File: config.mk
export PLATFORM = sky130hd
export DESIGN_NAME = multi_extreme_pulse
export DESIGN_NICKNAME = d
export VERILOG_FILES = /design/src/rtl/multi_extreme_pulse.sv
export SDC_FILE = /design/constraint.sdc
export NUM_CORES = 1
export LEC_CHECK = 0
export ABC_AREA = 0
export CAP_MARGIN = 20
export CORE_UTILIZATION = 54
export DETAILED_ROUTE_END_ITERATION = 8
export HOLD_SLACK_MARGIN = 0.1
export PLACE_DENSITY = 0.84
export SLEW_MARGIN = 20
export SYNTH_ARGS = -nofsm -noshare
export SYNTH_HDL_FRONTEND = slang
export SYNTH_SLANG_ARGS = --single-unit
File: constraint.sdc
create_clock -name clock -period 15.2 [get_ports clock]
set_clock_uncertainty 0.2 [all_clocks]
set_input_delay 3.04 -clock clock [delete_from_list [all_inputs] [get_ports clock]]
set_output_delay 3.04 -clock clock [all_outputs]
set_load 0.01 [all_outputs]
File: src/rtl/multi_extreme_pulse.sv
// N-channel max/min capture over a shared rfd/dav_ handshake,
// followed by an output pulse lasting the selected sample's value in cycles.
module multi_extreme_pulse #(
    parameter int N = 4,
    parameter int W = 8
) (
    input  logic           clock,
    input  logic           reset,
    output logic           rfd,
    input  logic [N-1:0]   dav_,
    input  logic [N*W-1:0] x,
    input  logic           mode,
    output logic           out
);

    typedef enum logic [1:0] {
        IDLE,
        RELEASE,
        PULSE
    } state_t;

    state_t state_q, state_d;
    logic [W-1:0] count_q, count_d;
    logic [W-1:0] best;
    logic [W-1:0] s;

    // Running unsigned max (mode=0) or min (mode=1) across all channels
    always_comb begin
        best = x[W-1:0];
        s    = '0;
        for (int i = 1; i < N; i++) begin
            s = x[i*W +: W];
            if (mode ? (s < best) : (s > best)) begin
                best = s;
            end
        end
    end

    always_comb begin
        state_d = state_q;
        count_d = count_q;
        unique case (state_q)
            IDLE: begin
                if (dav_ == '0) begin
                    count_d = best;
                    state_d = RELEASE;
                end
            end
            RELEASE: begin
                if (dav_ == '1) begin
                    state_d = (count_q == '0) ? IDLE : PULSE;
                end
            end
            PULSE: begin
                count_d = count_q - W'(1);
                if (count_q == W'(1)) begin
                    state_d = IDLE;
                end
            end
            default: state_d = IDLE;
        endcase
    end

    // Outputs are registered from the next state so they align with it
    always_ff @(posedge clock) begin
        if (reset) begin
            state_q <= IDLE;
            count_q <= '0;
            rfd     <= 1'b1;
            out     <= 1'b0;
        end else begin
            state_q <= state_d;
            count_q <= count_d;
            rfd     <= (state_d == IDLE);
            out     <= (state_d == PULSE);
        end
    end

endmodule

# Word-level counts from Yosys, hierarchy flattened
# Cells that the tools add are included.
[totals]
wordCells = 36
out_inout_bits = 2
in_bits = 39
reg_bits = 12
[classes]
eq_ne = 6
n_addsub = 1
mux = 13
n_reduce_logical = 6
magnitude_cmp = 6
[op_table]
columns = ["cell", "n"]
rows = [
  ["$mux W8", 4],
  ["$gt A8 B8 Y1", 3],
  ["$lt A8 B8 Y1", 3],
  ["$pmux W8 S2", 1],
  ["$eq A8 B1 Y1 const B", 1],
  ["$logic_not A8 Y1", 1],
  ["$mux W2", 4],
  ["$sub A8 B1 Y8 const B", 1],
  ["$pmux W2 S3", 1],
  ["$eq A2 B2 Y1 const B", 2],
  ["$eq A4 B4 Y1 const B", 1],
  ["$logic_not A2 Y1", 2],
  ["$logic_not A4 Y1", 1],
  ["$mux W1", 3],
  ["$eq A2 B1 Y1 const B", 1],
  ["$ne A2 B2 Y1 const B", 1],
  ["$reduce_and A2 Y1", 1],
  ["$reduce_bool A2 Y1", 1],
]

# Longest topological paths before layout
# Gate-level depths: netlist (run 1).
[depth]
ltp_word = 11
ltp_mapped = 30

# Worst setup path after synthesis (run 1)
# Ideal clock, no wire load.
[synth_path]
path_type = "input port to flip-flop"
from = "input x[1]"
to = "register count_q[1]"
cell_stages = 28
t_arrival_ps = 8127
setup_time_ps = 124
required_ps = 14876
path_slack_ps = 6749
path_buffers = 2
path_cell_list = "inv_1 ha_1 nor2b_4 o211ai_2 a21oi_1 o221ai_1 and2_2 clkbuf_1 mux2i_1 ha_1 a21oi_1 nor2b_1 o21ai_0 nand2_1 a31oi_1 o31ai_4 mux2i_4 mux2_2 ha_1 a21o_1 a21o_1 a21oi_1 a21o_1 o21a_1 clkbuf_1 inv_1 a221oi_1 a21oi_1"
[synth_via]
elab_chain_cells = 11
elab_cells_between_ends = 14
cone_classes = "order compare (6); mux (8)"
[synth_rtl]
columns = ["item", "line_no", "text"]
rows = [
  ["start: declaration", "11", "input logic [N*W-1:0] x,"],
  ["$gt A8 B8 Y1 / $lt A8 B8 Y1 (equally long branches)", "33", "if (mode ? (s < best) : (s > best)) begin"],
  ["$mux W1", "33", ""],
  ["$mux W8 (*)", "33", ""],
  ["$gt A8 B8 Y1 / $lt A8 B8 Y1 (equally long branches)", "33", ""],
  ["$mux W1", "33", ""],
  ["$mux W8 (*)", "33", ""],
  ["$gt A8 B8 Y1 / $lt A8 B8 Y1 (equally long branches)", "33", ""],
  ["$mux W1", "33", ""],
  ["$mux W8 (*)", "33", ""],
  ["$mux W8 (*)", "44", "if (dav_ == '0) begin"],
  ["$pmux W8 S2 (*)", "42", "unique case (state_q)"],
  ["end signal: assignment", "73", "count_q <= count_d;"],
  ["end: declaration", "23", "logic [W-1:0] count_q, count_d;"],
]
# Mark *: on every way between the ends. The rest lies on a longest branch, timed or not. The select of a mux whose other input is x is not followed.
# A chain may end at the register's enable or synchronous reset.

# Worst setup path after layout (run 1)
[layout_path]
from = "input x[1]"
to = "register count_q[4]"
# The elaborated chain is that of the path after synthesis.

==> results of run 1 <==
[metrics by stage]
stage	hold slack (ns)	area (um2)	total power, mW	std cells	util
floorplan	0.309	1650	0.0776	218	-
global placement	0.383	2070	0.0968	284	0.731
detailed placement	0.382	2070	0.0984	284	0.731
CTS	0.398	2100	0.125	288	0.744
global route	0.436	2100	0.135	288	0.744
finish	0.405	2100	0.125	288	0.744
[power by group through the flow]
stage               Combinational, mW  Clock, mW  Sequential (mW)
finish                         0.0643     0.0264           0.0339
floorplan                      0.0433          0           0.0343
global route                   0.0722     0.0290           0.0341
detailed placement             0.0639          0           0.0346
CTS                            0.0642     0.0268           0.0338
global placement               0.0622          0           0.0346
[kinds of logic (layout without fill, tap and decap cells)]
family                     Yosys count  count (layout)
muxes                               14              14
DFF                                 12              12
AOI/OAI and AO/OA                   68              68
and+or+nand+nor                     71              71
buffers and inverters               28              67
adders and majority gates           25              25
[Yosys cell counts (2+ instances only)]
library cell	n	share of area
a21oi_1	22	0.067
o21a_1	3	0.014
nand3_1	4	0.012
mux2_2	5	0.034
a21o_1	3	0.014
a211oi_1	4	0.018
inv_1	23	0.052
o31ai_1	2	0.0091
mux2i_1	6	0.036
nand2_1	14	0.032
dfxtp_1	12	0.15
clkbuf_1	3	0.0068
mux2_4	2	0.018
nor2b_1	3	0.011
ha_1	25	0.19
o21ai_0	12	0.036
a31oi_1	3	0.011
or3_1	5	0.019
nor2_1	24	0.055
a221oi_1	4	0.021
o41ai_1	2	0.011
o211ai_1	2	0.0091
buf_1	2	0.0046
nor3_1	8	0.024
nand4_1	5	0.019
[sequential cells by signal, summed over array words and instances, names as in the netlist]
register  count
out           1
rfd           1
state_q       2
count_q       8
[routing by layer]
metal	up-vias	global-route usage	part of all wire
li1	887	-	-
met1	783	0.389	0.49
met2	71	0.403	0.43
met3	10	0.0635	0.067
met4	0	0.0801	0.013
met5	-	0	0
[final timing paths]
path                end  slack [ns]
max          count_q[4]        6.08
min          count_q[7]        0.41
max reg2reg  count_q[5]       12.92
min reg2reg  count_q[7]        0.41
[worst max-delay path, stage by stage]
cell and delay (ns):
clkdlybuf4s50_1 0.51, inv_1 0.06, ha_1 0.30, nor2b_4 0.13, o211ai_2 0.14, a21oi_1 0.11, o221ai_1 0.33, and2_2 0.37
mux2i_1 0.26, ha_1 0.27, a21oi_1 0.17, nor2b_1 0.06, o21ai_0 0.14, nand2_1 0.08, a31oi_1 0.24, o31ai_4 0.15
mux2i_4 0.37, mux2_2 0.40, ha_1 0.29, a21o_1 0.16, a21o_1 0.17, a21oi_1 0.20, a21o_1 0.20, o21a_1 0.31
inv_1 0.15, nor2_1 0.32, a211oi_1 0.14
[final cells by class]
type | count | area share
multi-input combinational | 178 | 0.619
timing repair buffer | 40 | 0.190
sequential | 12 | 0.114
inverter | 23 | 0.0410
tap | 31 | 0.0184
clock buffer | 4 | 0.0172
==> summary.md, run 1 <==
| Metric | Value |
|---|---|
| Outcome | `complete, but fails checks` |
| Failing checks | `design-rule violations` |
| Routed via count | `1,751` |
| NetSw | `0.0453 mW` |
| Clk slew on worst S/H paths | `0.07 ns` |
| Synth Area in Adders | `0.190` |
| Drt wl/cell | `13.8 um` |
| Reg area | `240 um2` |
| Largest family of logic cells by synthesized area | `compound AO/OA/AOI/OAI gates` |
| CP Capture Type | `flop` |
| Sw Ratio | `0.364` |
| Arr. time, crit path | `9.07 ns` |
| Final hold vios | `0` |
| Grt total ovfl | `0` |
| Vias in the first global route | `roughly 1,600` |
| Clock Path Buffers | `2` |
| Hold Crit Start | `count_q[7]` |
| Pre-CTS WS | `5.84 ns` |
| Pwr dens | `59.2 nW/um2` |
| Final Setup Violations | `0` |
| Commonest non-fill, non-tap cell in the layout | `clkdlybuf4s50_1` |
| Iter 0 DRT Violations | `108` |
| Initial antenna violation count | `0` |
| Die Span Y | `57.2 um` |
| Sequential fraction of the synthesis area | `0.146` |
| Total Wirelength | `between 3 and 4 mm` |
| Startpoint type of the worst setup path | `primary input` |
| Floorplan core area | `2830 um2` |
| Port buffer count | `40` |
| Unrepaired setup endpoints after global routing | `false` |
| Hold Path Class | `reg2reg` |
| CP max FO | `9` |
| Share of power burned in the clock network | `0.212` |
| Fraction of layout cells with a size suffix above 1 | `0.0856` |
| Worst Path Required | `15.15 ns` |
| Fill cell instance count of the final layout | `233` |
| Post-CTS Setup Inserts | `0` |
| Period utilization | `0.600` |
| Die area | `3280 um2` |
| Most frequent cells in the layout | `clkdlybuf4s50_1, ha_1, nor2_1` |
| RePlAce Congestion | `about 0.85` |
| Max Slew Vio Count | `0` |
| DRC | `2` |
| Synthesized netlist cell count | `218` |
| Rows | `19` |
| Setup TNS | `0 ns` |
| Minimum clock period | `9.12 ns` |
| Synthesis Warnings | `0` |
| Netlist cell types | `45` |
| Ys flop type | `dfxtp_1` |
| Final ANT Viol Nets | `0` |
| VDD IR-drop max | `45.5 uV` |
| IO Pins | `41` |
| First-pass GRT wire length | `about 7 mm` |
| Drt first pass iters | `8` |
| Cts hold-fix bufs | `0` |
| Post-synth EDFFs | `0` |
| Synthesized Nets | `approximately 280` |
| Initial Util | `0.582` |
| Kind of critical path | `in2reg` |
| Comb pwr share | `0.516` |
| Simple-Gate Fraction of Synth Area | `0.217` |
| CTS tree | `built` |
| P_int | `0.0793 mW` |
| Width of the die | `57.2 um` |
| WHS Path Cells | `2` |
| Synth Area in Compound Gates | `0.281` |
| Final #Nets | `322` |
| Clock Latency Late Sink | `0.28 ns` |
| P&R area growth vs syn | `27.7%` |
| # resized after CTS | `0` |
| Reg power frac | `0.272` |
| Leakage power | `0.909 nW` |
| CP Launch Point | `x[1]` |
| Synth Area in XOR/XNOR | `0` |
| Headroom to the max-slew limit | `0.536` |
| Seq cells post-synth | `12` |
| Async S/R FF share, synth | `0` |
| N_diodes | `0` |
| Total track usage | `0.271` |
| Syn avg cell area | `7.56 um2` |
| Worst Slack Setup Final | `6.08 ns` |
| Area of the multi-input gates | `1300 um2` |
| DP Wirelength | `between 3 and 4 mm` |
| Max Fclk | `~0.11 GHz` |
| Clock sink count | `12` |
| CTS Buf Count | `3` |
| Slew of the pin with the lowest slew margin | `0.695 ns` |
| Max Cap Viol | `0` |
| Number of H-tree levels | `1` |
| Root Driver | `clkbuf_4` |
| Largest net degree at the start of global routing | `14` |
| Post-Syn Area | `1650 um2` |
| Post-synthesis mux area share | `0.103` |
| Worst r2r src | `state_q[1]` |
| FF-to-FF path depth | `7` |
| Routed vias/inst | `6.08` |
(Power assumes the default switching activity.)
==> run 2: changes to the inputs <==
- CORE_UTILIZATION: 54 -> 50
- PLACE_DENSITY: 0.84 -> 0.78
- clock period: 15.2 -> 9 ns (I/O delays scaled with it)
==> summary.md, run 2 (synthesized netlist as in run 1, its figures left out) <==
| Metric | Value |
|---|---|
| Outcome | `finished, final reports clean (was complete, but fails checks)` |
| Clock sink count | `12 (unchanged)` |
| Unrepaired setup endpoints after global routing | `false (unchanged)` |
| Rows | `20 (was 19)` |
| Port buffer count | `40 (unchanged)` |
| # resized after CTS | `0 (unchanged)` |
| DP Wirelength | `3.29 mm (was 3.35 mm)` |
| CP max FO | `9 (unchanged)` |
| Initial antenna violation count | `0 (unchanged)` |
| N_diodes | `0 (unchanged)` |
| Routed vias/inst | `5.77 (was 6.08)` |
| CTS tree | `built (unchanged)` |
| Total Wirelength | `3.99 mm (was 3.97 mm)` |
| Final hold vios | `0 (unchanged)` |
| IO Pins | `41 (unchanged)` |
| Clock Path Buffers | `2 (unchanged)` |
| Slowest CP cell | `clkdlybuf4s50_1 (unchanged)` |
| VDD IR-drop max | `79.7 uV (was 45.5 uV)` |
| CP delay by family, top | `compound AO/OA/AOI/OAI gates (unchanged)` |
| Root Driver | `clkbuf_4 (unchanged)` |
| DRC | `0 (was 2)` |
| Biggest register | `count_q (unchanged)` |
| Drt first pass iters | `4 (was 8)` |
| Final #Nets | `322 (unchanged)` |
| Total track usage | `0.240 (was 0.271)` |
| Fill cell instance count of the final layout | `292 (was 233)` |
| Initial Util | `0.535 (was 0.582)` |
| Vias in the first global route | `1,513 (was 1,594)` |
| Width of the die | `59.4 um (was 57.2 um)` |
| Die Span Y | `59.4 um (was 57.2 um)` |
| Startpoint type of the worst setup path | `primary input (unchanged)` |
| Max Cap Viol | `0 (unchanged)` |
| Arr. time, crit path | `7.85 ns (was 9.07 ns)` |
| Leakage power | `0.909 nW (unchanged)` |
| Setup TNS | `0 ns (unchanged)` |
| Max Slew Vio Count | `0 (unchanged)` |
| Number of H-tree levels | `1 (unchanged)` |
| CP Capture Type | `flop (unchanged)` |
| R2R Setup Slk | `6.68 ns (was 12.92 ns)` |
| Kind of critical path | `in2reg (unchanged)` |
| Worst Path Required | `8.94 ns (was 15.15 ns)` |
| CTS Buf Count | `3 (unchanged)` |
| First-pass GRT wire length | `6.62 mm (was 7.01 mm)` |
| RePlAce Congestion | `0.826 (was 0.854)` |
| Finished Core Util | `0.689 (was 0.744)` |
| Floorplan core area | `3080 um2 (was 2830 um2)` |
| Final ANT Viol Nets | `0 (unchanged)` |
| Most frequent cells in the layout | `clkdlybuf4s50_1, ha_1, nor2_1 (unchanged)` |
| Post-CTS Setup Inserts | `0 (unchanged)` |
| Headroom to the max-slew limit | `0.477 (was 0.536)` |
| Commonest non-fill, non-tap cell in the layout | `clkdlybuf4s50_1 (unchanged)` |
| Drt wl/cell | `13.3 um (was 13.8 um)` |
| Crit-path max cell delay | `0.52 ns (was 0.51 ns)` |
| Cts hold-fix bufs | `0 (unchanged)` |
| Largest net degree at the start of global routing | `14 (unchanged)` |
| Hold Path Class | `reg2reg (unchanged)` |
| Slew of the pin with the lowest slew margin | `0.783 ns (was 0.695 ns)` |
| Grt total ovfl | `0 (unchanged)` |
| Biggest regs | `count_q (8), state_q (2) (unchanged)` |
| Die area | `3530 um2 (was 3280 um2)` |
| Routed via count | `1,738 (was 1,751)` |
| Worst Path Buf+Inv | `3 (unchanged)` |
| Clk slew on worst S/H paths | `0.07 ns (about the same)` |
| Period utilization | `0.878` |
| Iter 0 DRT Violations | `51 (was 108)` |
| Max FFs per register | `8 (unchanged)` |
| Clock Latency Late Sink | `0.27 ns (was 0.28 ns)` |
| Max Fclk | `roughly 0.13 GHz` |
| P&R area growth vs syn | `28.7% (was 27.7%)` |
| Minimum clock period | `7.90 ns` |
| Final Setup Violations | `0 (unchanged)` |
| Fraction of layout cells with a size suffix above 1 | `0.0856 (unchanged)` |
| Pwr dens | `97.7 nW/um2 (was 59.2 nW/um2)` |
-- run 2: cell counts in the layout (fill, tap and decap cells not counted) --
No cell type changed its count.
-- run 2: worst register-to-register path: cells and delay by family (launching register included) --
kind               cells  cell delay, ns
DFF                    1            0.43
and+or+nand+nor        3            1.01
AOI/OAI and AO/OA      4            0.62
-- run 2: power breakdown --
part / switching, mW / total (mW) / internal, mW
Combinational: 0.0539 / 0.108 / 0.0543
Clock: 0.0172 / 0.0418 / 0.0246
Sequential: 0.00233 / 0.0573 / 0.0550
Total: 0.0734 / 0.207 / 0.134
-- run 2: area by class of cell --
| class | count | area [um2] | share of cell area |
|---|---|---|---|
| multi-input cells | 178 | 1300 | 0.614 |
| repair buffers | 40 | 400 | 0.189 |
| flip-flops and latches | 12 | 240 | 0.113 |
| inverters | 23 | 86.3 | 0.0407 |
| well taps | 44 | 55.1 | 0.0260 |
| clock buffers | 4 | 36.3 | 0.0171 |
-- run 2: final timing paths --
check                           startpoint          to  cells after the start
worst max-delay path                  x[1]  count_q[3]                     27
worst min register to register  state_q[1]  state_q[0]                      1
worst max register to register  state_q[1]  count_q[5]                      7
worst min-delay path            state_q[1]  state_q[0]                      1
-- run 2: through the flow --
stage	setup WS, ns	hold slack (ns)	cell area, um2	std cells	power (mW)
2_1_floorplan	1.79	0.309	1650	218	0.131
3_5_place_dp	0.859	0.367	2080	297	0.165
4_1_cts	1.15	0.383	2120	301	0.207
5_1_grt	0.621	0.439	2120	301	0.223
3_3_place_gp	1.03	0.374	2080	297	0.164
6_report	1.10	0.382	2120	301	0.207
-- run 2: layer usage --
metal | GRT usage | wire length [um]
met1 | 0.346 | 2010
met2 | 0.368 | 1710
met3 | 0.0568 | 262
met4 | 0.0306 | 7
met5 | 0 | 0
==> run 3: changes to the inputs <==
- CORE_MARGIN: unset -> 4
- TNS_END_PERCENT: unset -> 100
==> summary.md, run 3 (synthesized netlist as in run 1, its figures left out) <==
| Metric | Value |
|---|---|
| VDD IR-drop max | `50.0 uV (was 79.7 uV)` |
| Total Wirelength | `4.08 mm (was 3.99 mm)` |
| Total track usage | `0.196 (was 0.240)` |
| Fill cell instance count of the final layout | `288 (was 292)` |
| N_diodes | `0 (unchanged)` |
| Biggest register | `count_q (unchanged)` |
| CTS Buf Count | `3 (unchanged)` |
| Floorplan core area | `3100 um2 (was 3080 um2)` |
| GR Util met2 | `0.302 (was 0.368)` |
| M3 GR Usage | `0.0393 (was 0.0568)` |
| Final hold vios | `0 (unchanged)` |
| Worst r2r src | `state_q[1] (unchanged)` |
| Clock Latency Late Sink | `0.29 ns (was 0.27 ns)` |
| Final Hold Slack | `0.391 ns (was 0.382 ns)` |
| Startpoint type of the worst setup path | `primary input (unchanged)` |
| Minimum clock period | `7.78 ns (was 7.90 ns)` |
| Setup TNS | `0 ns (unchanged)` |
| Fraction of layout cells with a size suffix above 1 | `0.0856 (unchanged)` |
| Initial Util | `0.531 (was 0.535)` |
| Largest net degree at the start of global routing | `14 (unchanged)` |
| Worst Slack Setup Final | `1.22 ns (was 1.10 ns)` |
| # resized after CTS | `0 (unchanged)` |
| DP Wirelength | `3.39 mm (was 3.29 mm)` |
| Max Slew Vio Count | `0 (unchanged)` |
| Crit-path max cell delay | `0.53 ns (was 0.52 ns)` |
| First-pass GRT wire length | `6.72 mm (was 6.62 mm)` |
| Sw Ratio | `0.363 (was 0.354)` |
| Routed vias/inst | `5.71 (was 5.77)` |
| Max Fclk | `0.129 GHz (was 0.127 GHz)` |
| RePlAce Congestion | `0.871 (was 0.826)` |
| CTS tree | `built (unchanged)` |
| Final ANT Viol Nets | `0 (unchanged)` |
| P&R area growth vs syn | `28.7% (unchanged)` |
| Reg power frac | `0.272 (was 0.276)` |
| Share of power burned in the clock network | `0.214 (was 0.202)` |
| Width of the die | `65.4 um (was 59.4 um)` |
| Comb pwr share | `0.514 (was 0.522)` |
| Max Cap Viol | `0 (unchanged)` |
| Outcome | `finished, final reports clean (unchanged)` |
| Max FFs per register | `8 (unchanged)` |
| Cts hold-fix bufs | `0 (unchanged)` |
| Die area | `4280 um2 (was 3530 um2)` |
| Worst Hold End | `state_q[0] (unchanged)` |
| Number of H-tree levels | `1 (unchanged)` |
| Drt first pass iters | `4 (unchanged)` |
| Slowest CP cell | `clkdlybuf4s50_1 (unchanged)` |
| P_int | `0.134 mW (about the same)` |
| Headroom to the max-slew limit | `0.498 (was 0.477)` |
| Hold Path Class | `reg2reg (unchanged)` |
| Worst r2r dst | `count_q[5] (unchanged)` |
| Pre-CTS WS | `0.968 ns (was 0.859 ns)` |
| Kind of critical path | `in2reg (unchanged)` |
| PnR Total Power | `0.210 mW (was 0.207 mW)` |
| Biggest regs | `count_q (8), state_q (2) (unchanged)` |
| Clock sink count | `12 (unchanged)` |
| GRT met1 Usage | `0.284 (was 0.346)` |
| Final Setup Violations | `0 (unchanged)` |
| CP Capture Type | `flop (unchanged)` |
| Die Span Y | `65.4 um (was 59.4 um)` |
| Post-CTS Setup Inserts | `0 (unchanged)` |
| Hold Crit Start | `state_q[1] (unchanged)` |
| FF-to-FF path depth | `7 (unchanged)` |
| Busiest layer in global routing | `met2 (unchanged)` |
| Grt total ovfl | `0 (unchanged)` |
| R2R Setup Slk | `6.67 ns (was 6.68 ns)` |
| NetSw | `0.0764 mW (was 0.0734 mW)` |
| Arr. time, crit path | `7.75 ns (was 7.85 ns)` |
| Most frequent cells in the layout | `clkdlybuf4s50_1, ha_1, nor2_1 (unchanged)` |
| Pwr dens | `99.2 nW/um2 (was 97.7 nW/um2)` |
| Worst Path Required | `8.97 ns (was 8.94 ns)` |
| Root Driver | `clkbuf_4 (unchanged)` |
| IO Pins | `41 (unchanged)` |
| Commonest non-fill, non-tap cell in the layout | `clkdlybuf4s50_1 (unchanged)` |
| Routed via count | `1,720 (was 1,738)` |
| CP max FO | `9 (unchanged)` |
| Initial antenna violation count | `0 (unchanged)` |
| Port buffer count | `40 (unchanged)` |
| Clk slew on worst S/H paths | `0.08 ns (was 0.07 ns)` |
| Period utilization | `0.864 (was 0.878)` |
| Rows | `20 (unchanged)` |
| Vias in the first global route | `1,515 (was 1,513)` |
| Slew of the pin with the lowest slew margin | `0.751 ns (was 0.783 ns)` |
| Unrepaired setup endpoints after global routing | `false (unchanged)` |
| Leakage power | `0.909 nW (unchanged)` |
| DRC | `0 (unchanged)` |
| Final #Nets | `322 (unchanged)` |
| Drt wl/cell | `13.6 um (was 13.3 um)` |
| WHS Path Cells | `1 (unchanged)` |
| Iter 0 DRT Violations | `223 (was 51)` |
| Clock Path Buffers | `2 (unchanged)` |
run 3: how the worst max path moves through the flow:
| stage | startpoint | end | cells after the start |
|---|---|---|---|
| after floorplan | x[1] | count_q[1] | 28 |
| after global placement | x[1] | count_q[3] | 27 |
| after detailed placement | x[1] | count_q[3] | 27 |
| after CTS | x[1] | count_q[3] | 27 |
| after global routing | x[1] | count_q[4] | 27 |
| final | x[1] | count_q[3] | 27 |
run 3: area by class of cell:
type | instances | area [um2] | share of cell area
Sequential cell | 12 | 240 | 0.113
Multi-Input combinational cell | 178 | 1300 | 0.614
Clock buffer | 4 | 36.3 | 0.0171
Inverter | 23 | 86.3 | 0.0407
Tap cell | 44 | 55.1 | 0.0260
Timing Repair Buffer | 40 | 400 | 0.189
run 3: critical path, delay by kind of cell:
kind,cells,cell delay (ns)
AO/OA/AOI/OAI,13,2.39
adder cells (fa/ha/maj),3,0.87
buffers and inverters,3,0.74
multiplexers,3,1.01
AND/OR/NAND/NOR,5,0.92
run 3: routing by layer:
metal / routed length (um) / share of wire / vias to the layer above
met1: 2030 / 0.50 / 778
li1: - / - / 884
met3: 250 / 0.061 / 2
met4: 10 / 0.0024 / 0
met2: 1790 / 0.44 / 56
met5: 0 / 0 / -
run 3: stage by stage:
| step | cells | utilization | instance area [um2] |
|---|---|---|---|
| after global routing | 301 | 0.683 | 2120 |
| after floorplan | 218 | - | 1650 |
| after detailed placement | 297 | 0.672 | 2080 |
| after global placement | 297 | 0.672 | 2080 |
| after CTS | 301 | 0.683 | 2120 |
| final | 301 | 0.683 | 2120 |
run 3: power by group through the flow:
stage               Clock, mW  Combinational (mW)  Sequential [mW]
global route           0.0477               0.121           0.0576
global placement            0               0.106           0.0583
CTS                    0.0452               0.108           0.0571
floorplan                   0              0.0731           0.0579
finish                 0.0451               0.108           0.0572
detailed placement          0               0.107           0.0584
